==> config.mk <==
export PLATFORM = sky130hd
export DESIGN_NAME = mem_arbiter
export DESIGN_NICKNAME = d
export VERILOG_FILES = /design/src/rtl/mem_arbiter.sv
export SDC_FILE = /design/constraint.sdc
export NUM_CORES = 1
export LEC_CHECK = 0
export ABC_AREA = 1
export CAP_MARGIN = 20
export CORE_AREA = 2 2 118 120
export CTS_CLUSTER_DIAMETER = 50
export DETAILED_ROUTE_END_ITERATION = 10
export DIE_AREA = 0 0 120 122
export PLACE_DENSITY = 0.73
export SETUP_SLACK_MARGIN = 0.4
export SLEW_MARGIN = 10
export SYNTH_ARGS = -nofsm -noshare
export SYNTH_HDL_FRONTEND = slang
export SYNTH_SLANG_ARGS = --single-unit
==> constraint.sdc <==
create_clock -name clk -period 2.82 [get_ports clk]
set_input_delay 0.564 -clock clk [delete_from_list [all_inputs] [get_ports clk]]
set_output_delay 0.564 -clock clk [all_outputs]
set_load 0.01 [all_outputs]
==> src/rtl/mem_arbiter.sv <==
// Two-client arbiter in front of a single memory port: one outstanding transaction at a time.
// Define MEM_ARB_ROUND_ROBIN_EN for round-robin tie-breaking; otherwise client 0 wins ties.
module mem_arbiter #(
    parameter int ADDRESS_WIDTH = 32,
    parameter int DATA_WIDTH    = 32
) (
    input  logic                     clk,
    input  logic                     reset,
    input  logic [ADDRESS_WIDTH-1:0] i_c0_address,
    input  logic [DATA_WIDTH-1:0]    i_c0_data,
    input  logic                     i_c0_cmd,
    input  logic                     i_c0_valid,
    output logic                     o_c0_ready,
    output logic [DATA_WIDTH-1:0]    o_c0_data,
    output logic                     o_c0_res_valid,
    input  logic                     i_c0_res_ready,
    input  logic [ADDRESS_WIDTH-1:0] i_c1_address,
    input  logic [DATA_WIDTH-1:0]    i_c1_data,
    input  logic                     i_c1_cmd,
    input  logic                     i_c1_valid,
    output logic                     o_c1_ready,
    output logic [DATA_WIDTH-1:0]    o_c1_data,
    output logic                     o_c1_res_valid,
    input  logic                     i_c1_res_ready,
    output logic [ADDRESS_WIDTH-1:0] o_mem_address,
    output logic [DATA_WIDTH-1:0]    o_mem_data,
    output logic                     o_mem_cmd,
    output logic                     o_mem_valid,
    input  logic                     i_mem_ready,
    input  logic [DATA_WIDTH-1:0]    i_mem_data,
    input  logic                     i_mem_res_valid,
    output logic                     o_mem_res_ready,
    output logic                     o_grant,
    output logic                     o_busy
);

    typedef enum logic [1:0] {
        S_IDLE  = 2'd0,
        S_ISSUE = 2'd1,
        S_WAIT  = 2'd2
    } state_t;

    state_t                   r_state;
    state_t                   w_next;
    logic                     r_grant;
    logic                     r_last_grant;
    logic [ADDRESS_WIDTH-1:0] r_address;
    logic [DATA_WIDTH-1:0]    r_data;
    logic                     r_cmd;

    logic w_pick_valid;
    logic w_pick;
    logic w_accept;
    logic w_idle;
    logic w_wait;
    logic w_res_ready;

    always_comb begin
        w_pick_valid = i_c0_valid | i_c1_valid;
        w_pick       = 1'b0;
`ifdef MEM_ARB_ROUND_ROBIN_EN
        if (i_c0_valid && i_c1_valid) begin
            w_pick = ~r_last_grant;
        end else begin
            w_pick = i_c1_valid;
        end
`else
        w_pick = ~i_c0_valid & i_c1_valid;
`endif
    end

    assign w_idle      = (r_state == S_IDLE);
    assign w_wait      = (r_state == S_WAIT);
    assign w_accept    = w_idle && w_pick_valid;
    assign w_res_ready = r_grant ? i_c1_res_ready : i_c0_res_ready;

    always_ff @(posedge clk or posedge reset) begin
        if (reset) begin
            r_state      <= S_IDLE;
            r_grant      <= 1'b0;
            r_last_grant <= 1'b1;
            r_address    <= '0;
            r_data       <= '0;
            r_cmd        <= 1'b0;
        end else begin
            r_state <= w_next;
            if (w_accept) begin
                r_grant      <= w_pick;
                r_last_grant <= w_pick;
                r_address    <= w_pick ? i_c1_address : i_c0_address;
                r_data       <= w_pick ? i_c1_data    : i_c0_data;
                r_cmd        <= w_pick ? i_c1_cmd     : i_c0_cmd;
            end
        end
    end

    always_comb begin
        w_next = r_state;
        case (r_state)
            S_IDLE:  if (w_accept) w_next = S_ISSUE;
            S_ISSUE: if (i_mem_ready) w_next = S_WAIT;
            S_WAIT:  if (i_mem_res_valid && w_res_ready) w_next = S_IDLE;
            default: w_next = S_IDLE;
        endcase
    end

    // Readies are masked by reset so nothing is offered while the arbiter is held in reset.
    always_comb begin
        o_c0_ready      = ~reset && w_idle && w_pick_valid && ~w_pick;
        o_c1_ready      = ~reset && w_idle && w_pick_valid && w_pick;
        o_c0_res_valid  = w_wait && i_mem_res_valid && ~r_grant;
        o_c1_res_valid  = w_wait && i_mem_res_valid && r_grant;
        o_c0_data       = (w_wait && ~r_grant) ? i_mem_data : '0;
        o_c1_data       = (w_wait && r_grant)  ? i_mem_data : '0;
        o_mem_res_ready = w_wait && w_res_ready;
        o_mem_valid     = (r_state == S_ISSUE);
        o_mem_address   = r_address;
        o_mem_data      = r_data;
        o_mem_cmd       = r_cmd;
        o_grant         = r_grant;
        o_busy          = ~w_idle;
    end

endmodule

==> metrics.md, run 1 <==
| Metric | Value |
|---|---|
| Number of nets in the layout | between 1k and 1.5k |
| Setup TNS | 0 ns |
| Die X | between 100 and 150 um |
| Run status | finished, final reports clean |
| Commonest non-fill, non-tap cells in the layout | 334 x nand2_1, 237 x clkdlybuf4s50_1, 68 x dfrtp_1 |
| Post-DP HPWL | ~11000 um |
| Fill cells | 1305 |
| CTS tree | yes |
| Crit Path Class | primary input to output port |
| 1st-iter DRT viols | 114 |
| Boundary pin count | 307 |
| Global-route wire length before repair | 23000 um |
| DR pass1 iterations | 4 |
| Flip-flop and latch count after synthesis | 68 |
| Core Box Area | 0.0135 mm^2 |
| Total number of vias | 4778 |
| Crit-path cells | clkdlybuf4s50_1 -> inv_2 -> nor3_1 -> clkdlybuf4s50_1 |
| Crit path top cell by count | clkdlybuf4s50_1 |
| PwrDens | ~770 mW/mm^2 |
| Post-synth top area cell | dfrtp_1 |
| Number of H-tree levels | 3 |
| Crit path largest cell delay | about 0.56 ns |
| Required time worst endpoint | 2.26 ns |
| Vias/cell | 4.35 |
| Synthesis Warnings | 0 |
| Worst-path clk slew | 0.05 ns |
| Clock skew | 0.00644 ns |
| Critical Path AT | ~1.8 ns |
| Yosys cell types | 14 |
| Final worst path period need | 2.38 ns |
| F_max | 0.420 GHz |
| Fin. Hold Viols | 0 |
| Mapped Area | 0.00395 mm^2 |
| Post-layout util | 56.1% |
| Syn_area_per_cell | 6.29 um^2 |
| CTS sink cnt | 68 |
| Most common cell after layout, fill and taps aside | nand2_1 |
| Pre-CTS setup slack | 0.322 ns |
| Avg WL per Cell | 13.6 um |
| Max VDD drop | between 0.3 and 0.4 mV |
| Slowest CP cell | clkdlybuf4s50_1 |
| Launch point of the worst path | i_c0_valid |
| Slew headroom | 51.9% |
| Gp weighted congestion | 0.800 |
| Post-synth top area share | between 40% and 50% |
| R2r startpoint | r_state[0]$_DFFE_PP0P_ |
| Diodes inserted | 0 |
| Register area share after synthesis | 43.1% |
| Initial Utilization | approximately 30% |
| Pin count of the biggest net entering global routing | slightly below 70 |
| PnR worst setup slack | 0.441 ns |
| Actual slew at the worst max-slew pin | 0.721 ns |
| MaxCap Viol Count | 0 |
| Tcrit/Tclk final | 84.3% |
| Post-route ant nets | 0 |
| Die height | 122 um |
| Finished Layout Cells | 1098 |
| Hold WC Path Type | register to register |
| Clock buffer depth | 2 |
| Number of global-route vias before repair | 4460 |
| Antenna violations before repair | 0 |
| Hold Startpoint | o_mem_data[11]$_DFFE_PP0P_ |
| Num CTS Buffers | 9 |
| Share of cells above drive strength 1 | 3.49% |
| GRT Residual Overflow | 0 |
| WP buf/inv | 3 |
| Die area | 0.0146 mm^2 |
| Drt drc | 0 |
| Post-Syn Nets | 798 |
| Area grow syn2layout | 91.9% |
| Final setup fails | 0 |
| Overall power | 5810 uW |
| GRT Total Usage | ~20% |
| Crit. End Element | output port |
| Top delay family on crit path | buffers and inverters |
| Lkg Pwr | 0.00480 uW |
| Largest cells by area after synthesis | dfrtp_1 43%, nand2_1 32%, nand3_1 8.4%, nor2_1 6.6%, inv_1 3.8% |
| Critical-path maximum fanout | 3 |
| Type of origin of the critical path | primary input |
| Post-Synthesis Cells | 628 |
| Site Rows | 43 |
| Inst Count DP | 1082 |
| Clk root buf | clkbuf_16 |
| RSZ-0062 raised after global routing | yes |
| Worst-skew pair later-pin latency | around 0.33 ns |
| Final slew viol count | 0 |
| PortBufs | 306 |
| Post-Route WL | 15000 um |
## metrics by stage
step                hold slack, ns  cell area, um^2
finish                       0.473             7580
detailed placement           0.464             7120
global placement             0.462             7120
global route                 0.495             7580
CTS                          0.478             7420
floorplan                    0.474             3950
## repair_timing
item                       in CTS  in global routing
gates resized for setup        15                 59
pin swaps                       0                  1
setup endpoints to repair      67                 57
setup buffers                   0                  1
gates cloned                    0                  0
hold buffers                    0                  0
## sequential cells by signal, indices dropped and copies added, names as in the netlist
register and flops:
r_state 2, o_mem_address 32, o_mem_data 32, o_grant 1, o_mem_cmd 1
## area by class of cell
class,count,area [um^2],share of cell area [%]
clock buffer,14,274,3.62
clock inverter,1,30.0,0.396
inverter,43,161,2.13
multi-input combinational,476,1890,24.9
sequential,68,1700,22.4
tap,180,225,2.97
timing repair buffer,316,3300,43.5
## synthesized netlist by cell type
library cell,count
nand2_2,1
o21ai_0,1
dfrtp_1,68
inv_2,3
nor2_1,69
inv_1,40
nand2_1,335
buf_4,5
and3_1,1
clkbuf_1,10
o31ai_1,1
buf_2,26
nor3_1,2
nand3_1,66
## power by group
part	internal (uW)	switching, uW	leakage, uW
clock	752	382	0.000149
sequential	1440	260	0.000847
combinational	1510	1460	0.00380
## cells by family (layout without fill, tap and decap cells)
kind of cell,after synthesis,in the layout,share of synthesized area (%)
AOI/OAI and AO/OA,2,2,0.317
buffers and inverters,84,374,9.28
DFF,68,68,43.1
and+or+nand+nor,474,474,47.3
## worst paths after layout
check | to | slack, ns | cells after the start
worst max-delay path | o_c0_ready | 0.44 | 4
worst min-delay path | o_mem_data[11]$_DFFE_PP0P_ | 0.47 | 2
worst max register to register | o_mem_data[30]$_DFFE_PP0P_ | 1.52 | 6
worst min register to register | o_mem_data[11]$_DFFE_PP0P_ | 0.47 | 2
max in group asynchronous | o_mem_data[20]$_DFFE_PP0P_ | 1.80 | 3
min in group asynchronous | o_mem_address[27]$_DFFE_PP0P_ | 0.72 | 3
## layer usage
layer  routed length, um  track usage (%)
met1                5850             22.3
met4                 323             7.65
met3                1360             6.51
met2                7440             35.1
met5                   0                0
## tightest hold or removal path, cell delays in order (launching register included)
cell	delay [ns]
dfrtp_1	0.33
nand2_1	0.05
nand2_1	0.06
No activity file was read; power rests on OpenSTA's default activity.
==> inputs of run 2 (changes only) <==
==> constraint.sdc (replaced) <==
create_clock -name clk -period 2.4 [get_ports clk]
set_input_delay 0.48 -clock clk [delete_from_list [all_inputs] [get_ports clk]]
set_output_delay 0.48 -clock clk [all_outputs]
set_load 0.01 [all_outputs]
==> run 2 against run 1 <==
  * Critical path depth increased by 1
  * Hold slack improved by 0.0015 ns
  * Sequential cell count unchanged
  * Non-clock buffer count increased by 7
  * Design area decreased by 3.6%
  * Critical path type unchanged
==> metrics.md, run 2 (synthesis results as in run 1) <==
| Metric | Value |
|---|---|
| Run status | finished, final reports clean |
| Post-layout util | 54.1% (-2.0 points) |
| Critical Path AT | 1.49 ns (-0.32 ns) |
| DR pass1 iterations | 5 (+1) |
| Net Sw Frac | 36.6% (+0.48 points) |
| Fin. Hold Viols | 0 (unchanged) |
| Slew headroom | 51.6% (-0.30 points) |
| Die X | 120 um (unchanged) |
| Multi-input gate area | 0.00195 mm^2 (+3.2%) |
| Met1 global-route usage | 22.2% (-0.15 points) |
| DP Area | 0.00717 mm^2 (+0.72%) |
| MaxCap Viol Count | 0 (unchanged) |
| Clk root buf | clkbuf_16 |
| Gp weighted congestion | 0.819 (+2.4%) |
| Most Crowded Layer GR | met2 |
| Pin count of the biggest net entering global routing | 69 (unchanged) |
| Final instance area | 0.00731 mm^2 (-3.6%) |
| Fill cells | 1373 (+5.2%) |
| Hold WC Path Type | register to register |
| Type of origin of the critical path | primary input |
| Clock skew | 0.00505 ns (-0.00140 ns) |
| CTS tree | yes |
| Critical-path maximum fanout | 2 (-1) |
| Post-DP HPWL | 11200 um (+1.8%) |
| CTS sink cnt | 68 (unchanged) |
| Diodes inserted | 0 (unchanged) |
| Share of cells above drive strength 1 | 13.7% (+10 points) |
| Crit Path Class | primary input to output port |
| Tcrit/Tclk final | 81.9% |
| Final slew viol count | 0 (unchanged) |
| Worst-path clk slew | 0.05 ns (about the same) |
| Core Box Area | 0.0135 mm^2 (unchanged) |
| Area grow syn2layout | 85.0% |
| Antenna violations before repair | 0 (unchanged) |
| Avg WL per Cell | 13.7 um (+0.52%) |
| Crit. End Element | output port |
| Boundary pin count | 307 (unchanged) |
| F_max | 0.509 GHz |
| Combinational Power Share | 51.0% (-0.2 points) |
| Final setup fails | 0 (unchanged) |
| Max VDD drop | 0.501 mV (+48%) |
| Vias/cell | 4.42 (+1.6%) |
| Clock power share | 20.2% (+0.7 points) |
| Grt met3 use | 6.51% (unchanged) |
| Drt drc | 0 (unchanged) |
| GRT Residual Overflow | 0 (unchanged) |
| Total number of vias | 4892 (+2.4%) |
| Register area | 0.00170 mm^2 (unchanged) |
| Clock buffer depth | 2 (unchanged) |
| PortBufs | 306 (unchanged) |
| P_int | 4430 uW (+19%) |
| Pre-CTS setup slack | 0.0654 ns (-0.256 ns) |
| Post-CTS Hold Buffers | 0 (unchanged) |
| Post-Route WL | 15200 um (+1.3%) |
| Worst-skew pair later-pin latency | 0.32 ns (about the same) |
| PwrDens | 956 mW/mm^2 (+25%) |
| Final worst path period need | 1.97 ns |
| Site Rows | 43 (unchanged) |
| Reg power frac | 28.7% (-0.6 points) |
| GRT Total Usage | 20.4% (+0.47 points) |
| 1st-iter DRT viols | 126 (+11%) |
| PnR worst setup slack | 0.434 ns (-0.00736 ns) |
| Global Route met2 Usage | 37.7% (+2.6 points) |
| Actual slew at the worst max-slew pin | 0.726 ns (+0.00450 ns) |
| Required time worst endpoint | 1.92 ns (-0.34 ns) |
| Setup TNS | 0 ns (unchanged) |
| Number of global-route vias before repair | 4610 (+3.4%) |
| Number of H-tree levels | 3 (unchanged) |
| Commonest non-fill, non-tap cells in the layout | 332 x nand2_1, 234 x clkdlybuf4s50_1, 68 x dfrtp_1 |
| Post-route ant nets | 0 (unchanged) |
| Most common cell after layout, fill and taps aside | nand2_1 |
| Lkg Pwr | 0.00394 uW (-18%) |
| Initial Utilization | 29.3% (unchanged) |
| Overall power | 6990 uW (+20%) |
| Die height | 122 um (unchanged) |
| Switching power total | 2560 uW (+22%) |
| Global-route wire length before repair | 23500 um (+2.5%) |
| RSZ-0062 raised after global routing | yes |
| Num CTS Buffers | 9 (unchanged) |
| Die area | 0.0146 mm^2 (unchanged) |
| Number of nets in the layout | 1091 (+0.65%) |
## run 2: cell count changes in the layout (fill, tap and decap cells not counted), sizes merged, moves of 2 or more
cell | before | now
clkdlybuf4s50 | 237 | 234
clkdlybuf4s15 | 0 | 2
clkbuf | 14 | 28
buf | 11 | 69
dlymetal6s2s | 56 | 1
dlygate4sd2 | 12 | 1
clkinvlp | 0 | 2
## run 2: final cells by class
class / count / share of cell area (%)
Inverter: 43 / 2.26
Sequential cell: 68 / 23.3
Timing Repair Buffer: 323 / 40.3
Tap cell: 180 / 3.08
Multi-Input combinational cell: 476 / 26.7
Clock inverter: 4 / 0.993
Clock buffer: 12 / 3.37
## run 2: final timing paths
kind	startpoint	end	slack, ns	cells past startpoint
setup / recovery	i_c0_res_ready	o_mem_res_ready	0.43	5
hold / removal	o_mem_data[15]$_DFFE_PP0P_	o_mem_data[15]$_DFFE_PP0P_	0.47	2
setup reg to reg	r_state[1]$_DFFE_PP0P_	o_grant$_DFFE_PP0P_	1.07	6
hold reg to reg	o_mem_data[15]$_DFFE_PP0P_	o_mem_data[15]$_DFFE_PP0P_	0.47	2
max in group asynchronous	reset	o_mem_data[23]$_DFFE_PP0P_	1.41	3
min in group asynchronous	reset	o_mem_address[29]$_DFFE_PP0P_	0.68	3
## run 2: what timing repair did
action | 4_1_cts | 5_1_grt
gates cloned | 1 | 0
setup buffers | 1 | 3
endpoints found under the setup margin | 70 | 60
pin swaps | 0 | 2
resized for setup | 195 | 96
## run 2: worst max-delay path: stages
cell	delay, ns
clkdlybuf4s50_1	0.49
inv_1	0.05
nand2_1	0.07
and3_1	0.15
clkdlybuf4s15_2	0.25
## run 2: power groups by stage
stage                     registers (uW)  logic [uW]  clock network [uW]
final                               2010        3570                1410
after global routing                2070        3900                1510
after CTS                           2010        3610                1450
after detailed placement            2000        3620                   0
after global placement              1990        3590                   0
after floorplan                     2230        1290                   0
## run 2: per-stage QoR
step           hold slack, ns  std cells
3_5_place_dp            0.464       1085
2_1_floorplan           0.474        628
4_1_cts                 0.479       1103
5_1_grt                 0.493       1106
6_report                0.475       1106
3_3_place_gp            0.461       1085
## run 2: routing by layer
layer	up-vias	wire, um
met2	224	7810
met3	19	1340
li1	2470	-
met4	0	266
met5	-	0
met1	2179	5740
==> inputs of run 3 (changes only) <==
--- a/config.mk
+++ b/config.mk
@@ -7,10 +7,10 @@
 export LEC_CHECK = 0
 export ABC_AREA = 1
 export CAP_MARGIN = 20
-export CORE_AREA = 2 2 118 120
+export CORE_AREA = 2 2 120 122
 export CTS_CLUSTER_DIAMETER = 50
 export DETAILED_ROUTE_END_ITERATION = 10
-export DIE_AREA = 0 0 120 122
+export DIE_AREA = 0 0 122 124
 export PLACE_DENSITY = 0.73
 export SETUP_SLACK_MARGIN = 0.4
 export SLEW_MARGIN = 10
==> constraint.sdc (replaced) <==
create_clock -name clk -period 1.6 [get_ports clk]
set_input_delay 0.32 -clock clk [delete_from_list [all_inputs] [get_ports clk]]
set_output_delay 0.32 -clock clk [all_outputs]
set_load 0.01 [all_outputs]
==> run 3 against run 2 <==
  * The run now ends with negative setup slack left
  * Largest power group unchanged
  * Via count is 3.0% higher
  * Setup slack worse by 0.61 ns
  * Sequential power is 50% higher
  * Highest routed layer is now met5
==> metrics.md, run 3 (synthesis results as in run 1) <==
| Metric | Value |
|---|---|
| Boundary pin count | 307 (unchanged) |
| Avg WL per Cell | 15.2 um (+11%) |
| PortBufs | 306 (unchanged) |
| Clk root buf | clkbuf_16 |
| Number of H-tree levels | 3 (unchanged) |
| R2R Path End | o_mem_address[19]$_DFFE_PP0P_ |
| Setup TNS | -10.01 ns (-10.01 ns) |
| GRT Total Usage | 20.3% (-0.059 points) |
| Worst-path clk slew | 0.05 ns (about the same) |
| GRT Residual Overflow | 0 (unchanged) |
| Crit path largest cell delay | 0.40 ns (-0.09 ns) |
| PwrDens | 1410 mW/mm^2 (+47%) |
| Post-Route WL | 17100 um (+13%) |
| PnR worst setup slack | -0.174 ns (-0.608 ns) |
| P_int | 6460 uW (+46%) |
| Clock buffer depth | 2 (unchanged) |
| Finished Layout Cells | 1126 (+1.8%) |
| R2R depth | 9 (+3) |
| Required time worst endpoint | 1.28 ns (-0.64 ns) |
| Die height | 124 um (+1.6%) |
| Pin count of the biggest net entering global routing | 42 (-39%) |
| Run status | finished with violations |
| Fin. Hold Viols | 0 (unchanged) |
| F_max | approximately 0.56 GHz |
| Area grow syn2layout | 92.7% |
| Type of origin of the critical path | register |
| MaxCap Viol Count | 0 (unchanged) |
| Crit Path Class | register to output port |
| WP depth | 5 (unchanged) |
| Max VDD drop | 0.554 mV (+10%) |
| Hold WC Path Type | register to register |
| Inst Count DP | 1100 (+1.4%) |
| Most common cell after layout, fill and taps aside | nand2_1 |
| Site Rows | 43 (unchanged) |
| Slowest CP cell | dfrtp_1 |
| Share of cells above drive strength 1 | 25.3% (+12 points) |
| Setup crit end | o_c1_data[8] |
| Launch point of the worst path | r_state[0]$_DFFE_PP0P_ |
| Post-CTS Hold Buffers | 0 (unchanged) |
| Slew headroom | 73.1% (+21 points) |
| Drt drc | 0 (unchanged) |
| Lkg Pwr | 0.00421 uW (+6.8%) |
| Clock skew | 0.00409 ns (-0.000962 ns) |
| Net Sw Frac | 39.6% (+3.0 points) |
| Worst reg2reg setup slack | 0.10 ns (-0.97 ns) |
| Failing checks | negative setup slack |
| R2r startpoint | r_state[0]$_DFFE_PP0P_ |
| Critical-path maximum fanout | 16 (+14) |
| Vias/cell | 4.47 (+1.1%) |
| Top delay family on crit path | flip-flops |
| Antenna violations before repair | 1 (+1) |
| Final worst path period need | 1.77 ns |
| Clock power share | 16.9% (-3.3 points) |
| Gp weighted congestion | 0.841 (+2.7%) |
| CTS tree | yes |
| Post-DP HPWL | 11800 um (+5.9%) |
| Tcrit/Tclk final | 111% |
| Crit. End Element | output port |
| Number of global-route vias before repair | 4664 (+1.2%) |
| Total number of vias | 5037 (+3.0%) |
| WP buf/inv | 2 (-1) |
| Final setup fails | 70 (+70) |
| Post-route ant nets | 0 (unchanged) |
| Worst-skew pair later-pin latency | 0.33 ns (about the same) |
| DR pass1 iterations | 4 (-1) |
| Initial Utilization | 28.8% (-0.46 points) |
| CTS sink cnt | 68 (unchanged) |
| Post-layout util | 55.5% (+1.4 points) |
| Global-route wire length before repair | 23700 um (+0.61%) |
| Die area | 0.0151 mm^2 (+3.3%) |
| Switching power total | 4250 uW (+66%) |
| Die X | 122 um (+1.7%) |
| Commonest non-fill, non-tap cells in the layout | 326 x nand2_1, 168 x clkdlybuf4s50_1, 104 x buf_2 |
| Reg power frac | 28.1% (-0.6 points) |
| Combinational Power Share | 54.9% (+3.9 points) |
| Pre-CTS setup slack | -0.419 ns (-0.485 ns) |
| 1st-iter DRT viols | 128 (+1.6%) |
| Number of nets in the layout | 1112 (+1.9%) |
| Actual slew at the worst max-slew pin | 0.403 ns (-0.322 ns) |
| Crit-path cells | nor2_4 -> nand2_4 -> clkbuf_16 -> nor2_1 -> buf_2 |
| Num CTS Buffers | 9 (unchanged) |
| Critical Path AT | 1.45 ns (-0.04 ns) |
| Diodes inserted | 0 (unchanged) |
| RSZ-0062 raised after global routing | yes |
| Overall power | 10700 uW (+53%) |
| Final slew viol count | 0 (unchanged) |
| Core Box Area | 0.0137 mm^2 (+1.6%) |
[run 3: cell count changes in the layout (fill, tap and decap cells not counted), moves of 7 or more]
| cell | before | now |
|---|---|---|
| nor2_1 | 53 | 37 |
| clkbuf_2 | 16 | 1 |
| clkdlybuf4s50_1 | 234 | 168 |
| clkbuf_16 | 9 | 16 |
| nor2_4 | 1 | 14 |
| buf_2 | 52 | 104 |
| buf_6 | 1 | 34 |
| buf_4 | 9 | 20 |
[run 3: repair_timing]
action                                  CTS  global route
hold endpoints to repair                  0             0
buffers inserted                          2             1
endpoints found under the setup margin  203           174
pin swaps                                 5             3
gates cloned                              0             8
gates resized for setup                 538           124
[run 3: how the worst min path moves through the flow]
stage | from | to | slack (ns) | cells after the start
detailed placement | o_mem_data[19]$_DFFE_PP0P_ | o_mem_data[19]$_DFFE_PP0P_ | 0.46 | 2
finish | o_mem_data[17]$_DFFE_PP0P_ | o_mem_data[17]$_DFFE_PP0P_ | 0.47 | 2
floorplan | i_mem_ready | r_state[0]$_DFFE_PP0P_ | 0.41 | 1
CTS | o_mem_data[19]$_DFFE_PP0P_ | o_mem_data[19]$_DFFE_PP0P_ | 0.47 | 2
global placement | o_mem_address[20]$_DFFE_PP0P_ | o_mem_address[20]$_DFFE_PP0P_ | 0.46 | 2
global route | o_mem_data[17]$_DFFE_PP0P_ | o_mem_data[17]$_DFFE_PP0P_ | 0.49 | 2
[run 3: through the flow]
| stage | hold WS, ns | instance area (um^2) |
|---|---|---|
| 6_report | 0.471 | 7610 |
| 5_1_grt | 0.489 | 7610 |
| 4_1_cts | 0.474 | 7260 |
| 3_5_place_dp | 0.464 | 7350 |
| 3_3_place_gp | 0.461 | 7350 |
| 2_1_floorplan | 0.415 | 4010 |
[run 3: final cells by class]
| class | instances | area [um^2] |
|---|---|---|
| Timing Repair Buffer | 344 | 3130 |
| Tap cell | 180 | 225 |
| Multi-Input combinational cell | 476 | 2110 |
| Clock inverter | 2 | 10.0 |
| Clock buffer | 13 | 260 |
| Fill cell | 1369 | 6110 |
| Sequential cell | 68 | 1700 |
| Inverter | 43 | 185 |
[run 3: tightest hold or removal path, stage by stage (launching register included)]
cell	delay, ns
dfrtp_1	0.34
nand2_1	0.05
nand2_1	0.05
[run 3: power by group through the flow]
stage	combinational, uW	sequential, uW	clock [uW]
after global placement	5580	2970	0
after CTS	4950	2960	1870
after floorplan	1970	3350	0
after global routing	6400	3130	1960
after detailed placement	5610	2980	0
final	5890	3020	1810
[run 3: metal layers]
metal / track usage [%] / up-vias / part of all wire, %
met5: 0 / - / 0.076
met1: 21.2 / 2267 / 37
li1: - / 2516 / -
met4: 9.27 / 2 / 3.3
met3: 6.82 / 38 / 8.6
met2: 36.9 / 214 / 51
